[config.mk]
export PLATFORM = sky130hd
export DESIGN_NAME = conv_mac_pipe_flat
export DESIGN_NICKNAME = d
export VERILOG_FILES = /design/src/rtl/conv_mac_pipe_pkg.sv /design/src/rtl/conv_mac_pipe_if.sv /design/src/rtl/conv_mac_pipe_row_dot.sv /design/src/rtl/conv_mac_pipe.sv /design/src/flat_wrapper.sv
export SDC_FILE = /design/constraint.sdc
export NUM_CORES = 2
export LEC_CHECK = 0
export BUFFER_PORTS_ARGS = -buffer_cell sky130_fd_sc_hd__buf_2
export CORE_AREA = 2 2 446 448
export CTS_CLUSTER_DIAMETER = 100
export CTS_CLUSTER_SIZE = 14
export DETAILED_ROUTE_END_ITERATION = 10
export DIE_AREA = 0 0 448 450
export GPL_TIMING_DRIVEN = 0
export PLACE_DENSITY = 0.46
export RECOVER_POWER = 100
export SLEW_MARGIN = 20
export SYNTH_ARGS = -nofsm -noshare
export SYNTH_HDL_FRONTEND = slang
export SYNTH_SLANG_ARGS = --single-unit
[constraint.sdc]
create_clock -name clk -period 18 [get_ports clk]
set_input_delay 2.7 -clock clk [delete_from_list [all_inputs] [get_ports clk]]
set_output_delay 2.7 -clock clk [all_outputs]
set_load 0.01 [all_outputs]
[src/rtl/conv_mac_pipe_pkg.sv]
// Shared defaults and helpers for the KxK convolution MAC pipeline.
package conv_mac_pipe_pkg;

  localparam int DEF_DATA_W = 8;
  localparam int DEF_ACC_W  = 25;
  localparam int DEF_K      = 4;
  localparam int DEF_MAX_CH = 64;

  // LSB of window element (r,c) in a packed K*K*W vector.
  function automatic int elem_lsb(input int r, input int c, input int k, input int w);
    return (r * k + c) * w;
  endfunction

  // Internal sum width: wide enough that one beat's full K*K sum plus the
  // accumulator never overflows before the clamp/wrap decision, even when
  // ACC_W is configured narrower than a single beat's dynamic range.
  function automatic int wide_w(input int acc_w, input int data_w, input int k);
    return acc_w + 2 * data_w + $clog2(k * k) + 1;
  endfunction

endpackage

[src/rtl/conv_mac_pipe_if.sv]
// Beat/result bus of the convolution MAC engine.
// Handshake: a transfer happens on a rising clk edge where valid & ready are
// both 1; the source holds valid and its payload stable until that edge, and
// valid never depends combinationally on ready.
interface conv_mac_pipe_if import conv_mac_pipe_pkg::*; #(
  parameter int DATA_W = DEF_DATA_W,
  parameter int ACC_W  = DEF_ACC_W,
  parameter int K      = DEF_K,
  parameter int CH_W   = $clog2(DEF_MAX_CH)
) ();

  logic [CH_W-1:0]          cfg_ch_num;
  logic                     cfg_sat_en;
  logic                     in_valid;
  logic                     in_ready;
  logic [K*K*DATA_W-1:0]    in_data;
  logic [K*K*DATA_W-1:0]    in_kernel;
  logic                     out_valid;
  logic                     out_ready;
  logic [ACC_W-1:0]         out_result;
  logic                     out_sat;
  logic [CH_W-1:0]          ch_cnt;

  modport master (
    output cfg_ch_num, cfg_sat_en, in_valid, in_data, in_kernel, out_ready,
    input  in_ready, out_valid, out_result, out_sat, ch_cnt
  );

  modport slave (
    input  cfg_ch_num, cfg_sat_en, in_valid, in_data, in_kernel, out_ready,
    output in_ready, out_valid, out_result, out_sat, ch_cnt
  );

endinterface

[src/rtl/conv_mac_pipe_row_dot.sv]
// One window row: K signed products (registered by the caller in S1) and
// the adder tree over those registered products (registered in S2).
module conv_mac_pipe_row_dot #(
  parameter int DATA_W = 8,
  parameter int K      = 4,
  parameter int SUM_W  = 46
) (
  input  logic [K*DATA_W-1:0]   data,
  input  logic [K*DATA_W-1:0]   kern,
  output logic [K*2*DATA_W-1:0] prod,
  input  logic [K*2*DATA_W-1:0] prod_q,
  output logic signed [SUM_W-1:0] row_sum
);

  localparam int PW = 2 * DATA_W;

  // Signed element-wise products of this row.
  always_comb begin
    prod = '0;
    for (int c = 0; c < K; c++) begin
      prod[c*PW +: PW] = PW'(signed'(data[c*DATA_W +: DATA_W])) *
                         PW'(signed'(kern[c*DATA_W +: DATA_W]));
    end
  end

  // Sign-extended sum of the registered products.
  always_comb begin
    row_sum = '0;
    for (int c = 0; c < K; c++) begin
      row_sum = row_sum + SUM_W'(signed'(prod_q[c*PW +: PW]));
    end
  end

endmodule

[src/rtl/conv_mac_pipe.sv]
// Pipelined KxK convolution MAC: S1 products, S2 row sums, S3 channel
// accumulation with optional saturation, then a held output register.
module conv_mac_pipe import conv_mac_pipe_pkg::*; #(
  parameter int DATA_W = DEF_DATA_W,
  parameter int ACC_W  = DEF_ACC_W,
  parameter int K      = DEF_K,
  parameter int MAX_CH = DEF_MAX_CH,
  parameter int CH_W   = $clog2(MAX_CH)
) (
  input logic            clk,
  input logic            rst,
  conv_mac_pipe_if.slave bus
);

  localparam int PW     = 2 * DATA_W;
  localparam int NP     = K * K;
  localparam int WIDE_W = wide_w(ACC_W, DATA_W, K);

  localparam logic [ACC_W-1:0] ACC_MAX = {1'b0, {(ACC_W-1){1'b1}}};
  localparam logic [ACC_W-1:0] ACC_MIN = {1'b1, {(ACC_W-1){1'b0}}};
  localparam logic signed [WIDE_W-1:0] SAT_MAX = {{(WIDE_W-ACC_W+1){1'b0}}, {(ACC_W-1){1'b1}}};
  localparam logic signed [WIDE_W-1:0] SAT_MIN = {{(WIDE_W-ACC_W+1){1'b1}}, {(ACC_W-1){1'b0}}};

  logic             rdy_q;
  logic             stall;
  logic             in_ready_c;
  logic             accept;
  logic             first_beat;
  logic             last_beat;
  logic [CH_W-1:0]  ch_cnt;
  logic [CH_W-1:0]  ch_num_q;
  logic [CH_W-1:0]  ch_num_eff;

  logic [NP*PW-1:0] prod_c;
  logic [NP*PW-1:0] s1_prod;
  logic             s1_valid, s1_first, s1_last;

  logic signed [WIDE_W-1:0] row_c [K];
  logic signed [WIDE_W-1:0] row_q [K];
  logic             s2_valid, s2_first, s2_last;

  logic signed [WIDE_W-1:0] beat_sum;
  logic signed [WIDE_W-1:0] base;
  logic signed [WIDE_W-1:0] wide;
  logic [ACC_W-1:0] acc, acc_n;
  logic             sat_flag, flag_n, sat_hit;
  logic             s3_last;

  logic             out_valid_q;
  logic [ACC_W-1:0] out_result_q;
  logic             out_sat_q;

  // The whole pipeline freezes only while a finished result waits for its consumer.
  assign stall      = out_valid_q & ~bus.out_ready;
  assign in_ready_c = rdy_q & ~stall;
  assign accept     = bus.in_valid & in_ready_c;

  // Channel 0 takes the live group size; later beats use the latched copy.
  assign first_beat = (ch_cnt == '0);
  assign ch_num_eff = first_beat ? bus.cfg_ch_num : ch_num_q;
  assign last_beat  = (ch_cnt == ch_num_eff);

  assign bus.in_ready   = in_ready_c;
  assign bus.out_valid  = out_valid_q;
  assign bus.out_result = out_result_q;
  assign bus.out_sat    = out_sat_q;
  assign bus.ch_cnt     = ch_cnt;

  for (genvar r = 0; r < K; r++) begin : g_row
    conv_mac_pipe_row_dot #(
      .DATA_W (DATA_W),
      .K      (K),
      .SUM_W  (WIDE_W)
    ) u_row (
      .data    (bus.in_data[elem_lsb(r, 0, K, DATA_W) +: K*DATA_W]),
      .kern    (bus.in_kernel[elem_lsb(r, 0, K, DATA_W) +: K*DATA_W]),
      .prod    (prod_c[r*K*PW +: K*PW]),
      .prod_q  (s1_prod[r*K*PW +: K*PW]),
      .row_sum (row_c[r])
    );
  end

  // in_ready comes up on the first edge after reset is released.
  always_ff @(posedge clk or posedge rst) begin
    if (rst) rdy_q <= 1'b0;
    else     rdy_q <= 1'b1;
  end

  // Channel counter and latched group size.
  always_ff @(posedge clk or posedge rst) begin
    if (rst) begin
      ch_cnt   <= '0;
      ch_num_q <= '0;
    end else if (accept) begin
      if (first_beat) ch_num_q <= bus.cfg_ch_num;
      ch_cnt <= last_beat ? '0 : ch_cnt + 1'b1;
    end
  end

  // S1: register the K*K products with group position tags.
  always_ff @(posedge clk or posedge rst) begin
    if (rst) begin
      s1_valid <= 1'b0;
      s1_first <= 1'b0;
      s1_last  <= 1'b0;
      s1_prod  <= '0;
    end else if (!stall) begin
      s1_valid <= accept;
      s1_first <= first_beat;
      s1_last  <= last_beat;
      if (accept) s1_prod <= prod_c;
    end
  end

  // S2: register the K row sums.
  always_ff @(posedge clk or posedge rst) begin
    if (rst) begin
      s2_valid <= 1'b0;
      s2_first <= 1'b0;
      s2_last  <= 1'b0;
      for (int r = 0; r < K; r++) row_q[r] <= '0;
    end else if (!stall) begin
      s2_valid <= s1_valid;
      s2_first <= s1_first;
      s2_last  <= s1_last;
      for (int r = 0; r < K; r++) row_q[r] <= row_c[r];
    end
  end

  // S3 combinational: beat total, load-or-add, then clamp or wrap.
  always_comb begin
    beat_sum = '0;
    for (int r = 0; r < K; r++) beat_sum = beat_sum + row_q[r];
    base    = s2_first ? '0 : {{(WIDE_W-ACC_W){acc[ACC_W-1]}}, acc};
    wide    = base + beat_sum;
    acc_n   = wide[ACC_W-1:0];
    sat_hit = 1'b0;
    if (bus.cfg_sat_en) begin
      if (wide > SAT_MAX) begin
        acc_n   = ACC_MAX;
        sat_hit = 1'b1;
      end else if (wide < SAT_MIN) begin
        acc_n   = ACC_MIN;
        sat_hit = 1'b1;
      end
    end
    flag_n = (s2_first ? 1'b0 : sat_flag) | sat_hit;
  end

  // S3: accumulator and sticky saturation flag.
  always_ff @(posedge clk or posedge rst) begin
    if (rst) begin
      acc      <= '0;
      sat_flag <= 1'b0;
      s3_last  <= 1'b0;
    end else if (!stall) begin
      s3_last <= s2_valid & s2_last;
      if (s2_valid) begin
        acc      <= acc_n;
        sat_flag <= flag_n;
      end
    end
  end

  // Output register: loads a finished group, holds while the consumer stalls.
  always_ff @(posedge clk or posedge rst) begin
    if (rst) begin
      out_valid_q  <= 1'b0;
      out_result_q <= '0;
      out_sat_q    <= 1'b0;
    end else if (!stall) begin
      out_valid_q <= s3_last;
      if (s3_last) begin
        out_result_q <= acc;
        out_sat_q    <= sat_flag;
      end
    end
  end

endmodule

[src/flat_wrapper.sv]
// flat-port wrapper written by rule: the top's interface ports become plain ports
module conv_mac_pipe_flat import conv_mac_pipe_pkg::*;
#(
  parameter int DATA_W = DEF_DATA_W,
  parameter int ACC_W  = DEF_ACC_W,
  parameter int K      = DEF_K,
  parameter int MAX_CH = DEF_MAX_CH,
  parameter int CH_W   = $clog2(MAX_CH)
)
  (clk, rst, bus_cfg_ch_num, bus_cfg_sat_en, bus_in_valid, bus_in_data, bus_in_kernel, bus_out_ready, bus_in_ready, bus_out_valid, bus_out_result, bus_out_sat, bus_ch_cnt);
  conv_mac_pipe_if #(.DATA_W(DATA_W), .ACC_W(ACC_W), .K(K), .CH_W(CH_W)) bus_i ();
  input logic clk;
  input logic rst;
  input wire logic [$bits(bus_i.cfg_ch_num)-1:0] bus_cfg_ch_num;
  input wire logic [$bits(bus_i.cfg_sat_en)-1:0] bus_cfg_sat_en;
  input wire logic [$bits(bus_i.in_valid)-1:0] bus_in_valid;
  input wire logic [$bits(bus_i.in_data)-1:0] bus_in_data;
  input wire logic [$bits(bus_i.in_kernel)-1:0] bus_in_kernel;
  input wire logic [$bits(bus_i.out_ready)-1:0] bus_out_ready;
  output wire logic [$bits(bus_i.in_ready)-1:0] bus_in_ready;
  output wire logic [$bits(bus_i.out_valid)-1:0] bus_out_valid;
  output wire logic [$bits(bus_i.out_result)-1:0] bus_out_result;
  output wire logic [$bits(bus_i.out_sat)-1:0] bus_out_sat;
  output wire logic [$bits(bus_i.ch_cnt)-1:0] bus_ch_cnt;
  assign bus_i.cfg_ch_num = bus_cfg_ch_num;
  assign bus_i.cfg_sat_en = bus_cfg_sat_en;
  assign bus_i.in_valid = bus_in_valid;
  assign bus_i.in_data = bus_in_data;
  assign bus_i.in_kernel = bus_in_kernel;
  assign bus_i.out_ready = bus_out_ready;
  assign bus_in_ready = bus_i.in_ready;
  assign bus_out_valid = bus_i.out_valid;
  assign bus_out_result = bus_i.out_result;
  assign bus_out_sat = bus_i.out_sat;
  assign bus_ch_cnt = bus_i.ch_cnt;
  conv_mac_pipe #(.DATA_W(DATA_W), .ACC_W(ACC_W), .K(K), .MAX_CH(MAX_CH), .CH_W(CH_W)) u_core (.clk(clk), .rst(rst), .bus(bus_i));
endmodule
==> flow_summary.ini <==
[sta]
worst_pin_slew_ns = 5.363
timing.hold.ws_ns = 0.4746
clock_skew_ns = 0.04486
fmax_ghz = 0.1111
rsz0062_at_grt = no
hold_viol_final = 0
finalCriticalPeriod_ns = 9.002
drv_slew = 345
setup_violations = 0
relSlewSlack_pct = -257.6
period_share_pct = 50.01

[floorplan]
start_util_pct = 31.85
io_pins = 301
die_w_um = 448
row_count = 163
die_area_um2 = 201600
core-area_um2 = 196600
die_h_um = 450

[cells_and_area]
nFillCells = 20634
fin_nets = 8941
drive_gt1_share_pct = 5.405
syn_to_final_growth_pct = 9.748
fin_area_um2 = 68720

[worst_setup_path]
arrival_ns = 8.43
slowest_delay_ns = 3.83
path_cells = clkbuf_1, clkinvlp_2, clkbuf_1
cp-start-kind = input pin
worstSetupEndpointType = asynchronous set/reset pin
crit_slowest_cell = clkbuf_1
crit_top_cell = clkbuf_1
cp_max_fo = 95
cpLargestDelayFamily = buffers and inverters
cp_num_buf_inv = 3
critPathKind = in -> async
worstPathRequired_ns = 17.43

[drt]
drc = 0
routed_wl_um = 180500
num_vias = 45400
drt_iter0_markers = 2379
routedWlPerCell_um = 18.63
first_pass_iters = 7
viasPerCell = 4.687
postRouteAntennaNets = 0

[clock_tree]
cts_setup_buffers = 0
cts_tree = done
cts.sinks = 405
cts.root.buffer_cell = clkbuf_16
path_clk_slew_ns = 0.07
cts_buffer_depth = 3
postCtsHoldBufs = 0
cts_resized = 0
h-tree-depth = 2
insertion_delay_ns = 0.64
cts_buffers = 38

[outcome]
status = finished with violations
violations = capacitance limit, slew limit

[grt]
track_usage_pct = 18.40
grt_pass1_vias = 48401
grt_pass1_wl_um = 287200
grt_overflow = 0
grt_start_max_net_pins = 96
antenna_found_initial = 30

[synth]
synth_nets = 8595
synth_seq_area_share_pct = 16.19
synth_seq_cells = 405
yosysMostFrequentCell = inv_1
synth_edf_count = 0
synth_warnings = 0
syn_area_per_cell_um2 = 9.385
synth_common_cells = 1337 x inv_1, 1089 x fa_1, 846 x nand2_1
netlist.area_leader.share_pct = 34.82
synth_top_area_cell = fa_1
synth_area_um2 = 62610
syn_inst = 6672
synth_cell_types = 70
synthTopCellsByArea = fa_1 35%, dfrtp_1 16%, ha_1 11%
async_flop_share_pct = 100.0
synthFlopType = dfrtp_1

[place]
io_buffer_count = 287
place.gp.congestion = 0.8573
placed_area_um2 = 67810
detailed_place_hpwl_um = 153700

[run]
cap_violations = 5

[hold_path]
min_path_type = reg -> reg
-- worst min-delay path, stage by stage (launching register included) --
cell	delay, ns
dfrtp_1	0.34
nand2_1	0.05
nand2_1	0.05
-- layer usage --
metal	wire (um)	track usage, %	share of wire (%)
met2	86700	31.01	48
met5	124	0	0.069
met3	5550	1.634	3.1
met1	85240	26.04	47
met4	2875	2.909	1.6
-- cells by family after synthesis --
family / after synthesis / share of synthesized area [%]
XOR/XNOR: 285 / 3.987
multiplexers: 41 / 0.7234
flip-flops: 405 / 16.19
other: 1 / 0.005989
adder cells (fa/ha/maj): 1656 / 46.15
buffers and inverters: 1455 / 8.764
AND/OR/NAND/NOR: 2069 / 16.47
AO/OA/AOI/OAI: 760 / 7.717
-- cells in the final DEF (no fill, tap or decap), types with 47 or more instances in the layout --
| cell | Yosys | layout |
|---|---|---|
| nor2_1 | 187 | 187 |
| fa_1 | 1089 | 1089 |
| nand2_1 | 846 | 846 |
| a21o_1 | 77 | 77 |
| and2_1 | 603 | 598 |
| a21boi_0 | 47 | 47 |
| buf_2 | 0 | 249 |
| o21ai_0 | 246 | 246 |
| nand3_1 | 75 | 75 |
| xor2_1 | 93 | 93 |
| o31ai_1 | 59 | 59 |
| dfrtp_1 | 405 | 405 |
| ha_1 | 567 | 567 |
| clkbuf_1 | 108 | 156 |
| a21oi_1 | 170 | 170 |
| nand2b_1 | 148 | 148 |
| nor3_1 | 48 | 47 |
| inv_1 | 1337 | 1336 |
| xnor2_1 | 192 | 192 |
-- final cells by class --
type,count,area [um^2],area share (%)
flip-flops and latches,405,10130,14.75
clock buffers,43,1011,1.471
clock inverters,10,123.9,0.1803
diodes,16,40.04,0.05827
inverters,1337,5020,7.305
plain buffers,118,459.2,0.6682
repair buffers,306,1668,2.427
multi-input cells,4812,46960,68.33
well taps,2640,3303,4.807
-- worst paths after layout --
check | from | endpoint | slack [ns] | cells past startpoint
max in group clk | bus_out_ready | u_core.s1_prod[229]$_DFFE_PP0P_ | 9.39 | 11
setup / recovery | rst | u_core.s1_prod[157]$_DFFE_PP0P_ | 9.00 | 3
hold / removal | u_core.s1_valid$_DFFE_PP0N_ | u_core.s2_valid$_DFFE_PP0N_ | 0.47 | 2
min in group asynchronous | rst | u_core.row_q[143]$_DFFE_PP0N_ | 2.91 | 2
setup reg to reg | u_core.s2_first$_DFFE_PP0N_ | u_core.acc[15]$_DFFE_PP0P_ | 11.12 | 19
hold reg to reg | u_core.s1_valid$_DFFE_PP0N_ | u_core.s2_valid$_DFFE_PP0N_ | 0.47 | 2
-- stage by stage --
stage / util, % / worst slack (ns) / cells / setup TNS [ns]
final: 34.95 / 8.998 / 9687 / 0
after global routing: 34.94 / 7.419 / 9681 / 0
after CTS: 35.07 / 11.14 / 9670 / 0
after detailed placement: 34.49 / 10.48 / 9617 / 0
after global placement: 34.26 / -1.995 / 9599 / -787.92
after floorplan: - / 4.034 / 6672 / 0
-- sequential cells by signal, summed over array words and instances, names as in the netlist --
| register | cells |
|---|---|
| u_core.s2_valid | 1 |
| u_core.rdy_q | 1 |
| u_core.row_q | 76 |
| u_core.bus.out_valid | 1 |
| u_core.s1_first | 1 |
| u_core.sat_flag | 1 |
| u_core.bus.ch_cnt | 6 |
| u_core.bus.out_result | 25 |
| u_core.bus.out_sat | 1 |
| u_core.s3_last | 1 |
| u_core.s1_prod | 256 |
| u_core.s1_last | 1 |
| u_core.acc | 25 |
| u_core.s2_last | 1 |
| u_core.s2_first | 1 |
| u_core.ch_num_q | 6 |
| u_core.s1_valid | 1 |
Power is left out: the tool's default activity adds up to more than one toggle a clock period on the data nets, which glitch-free logic cannot reach.
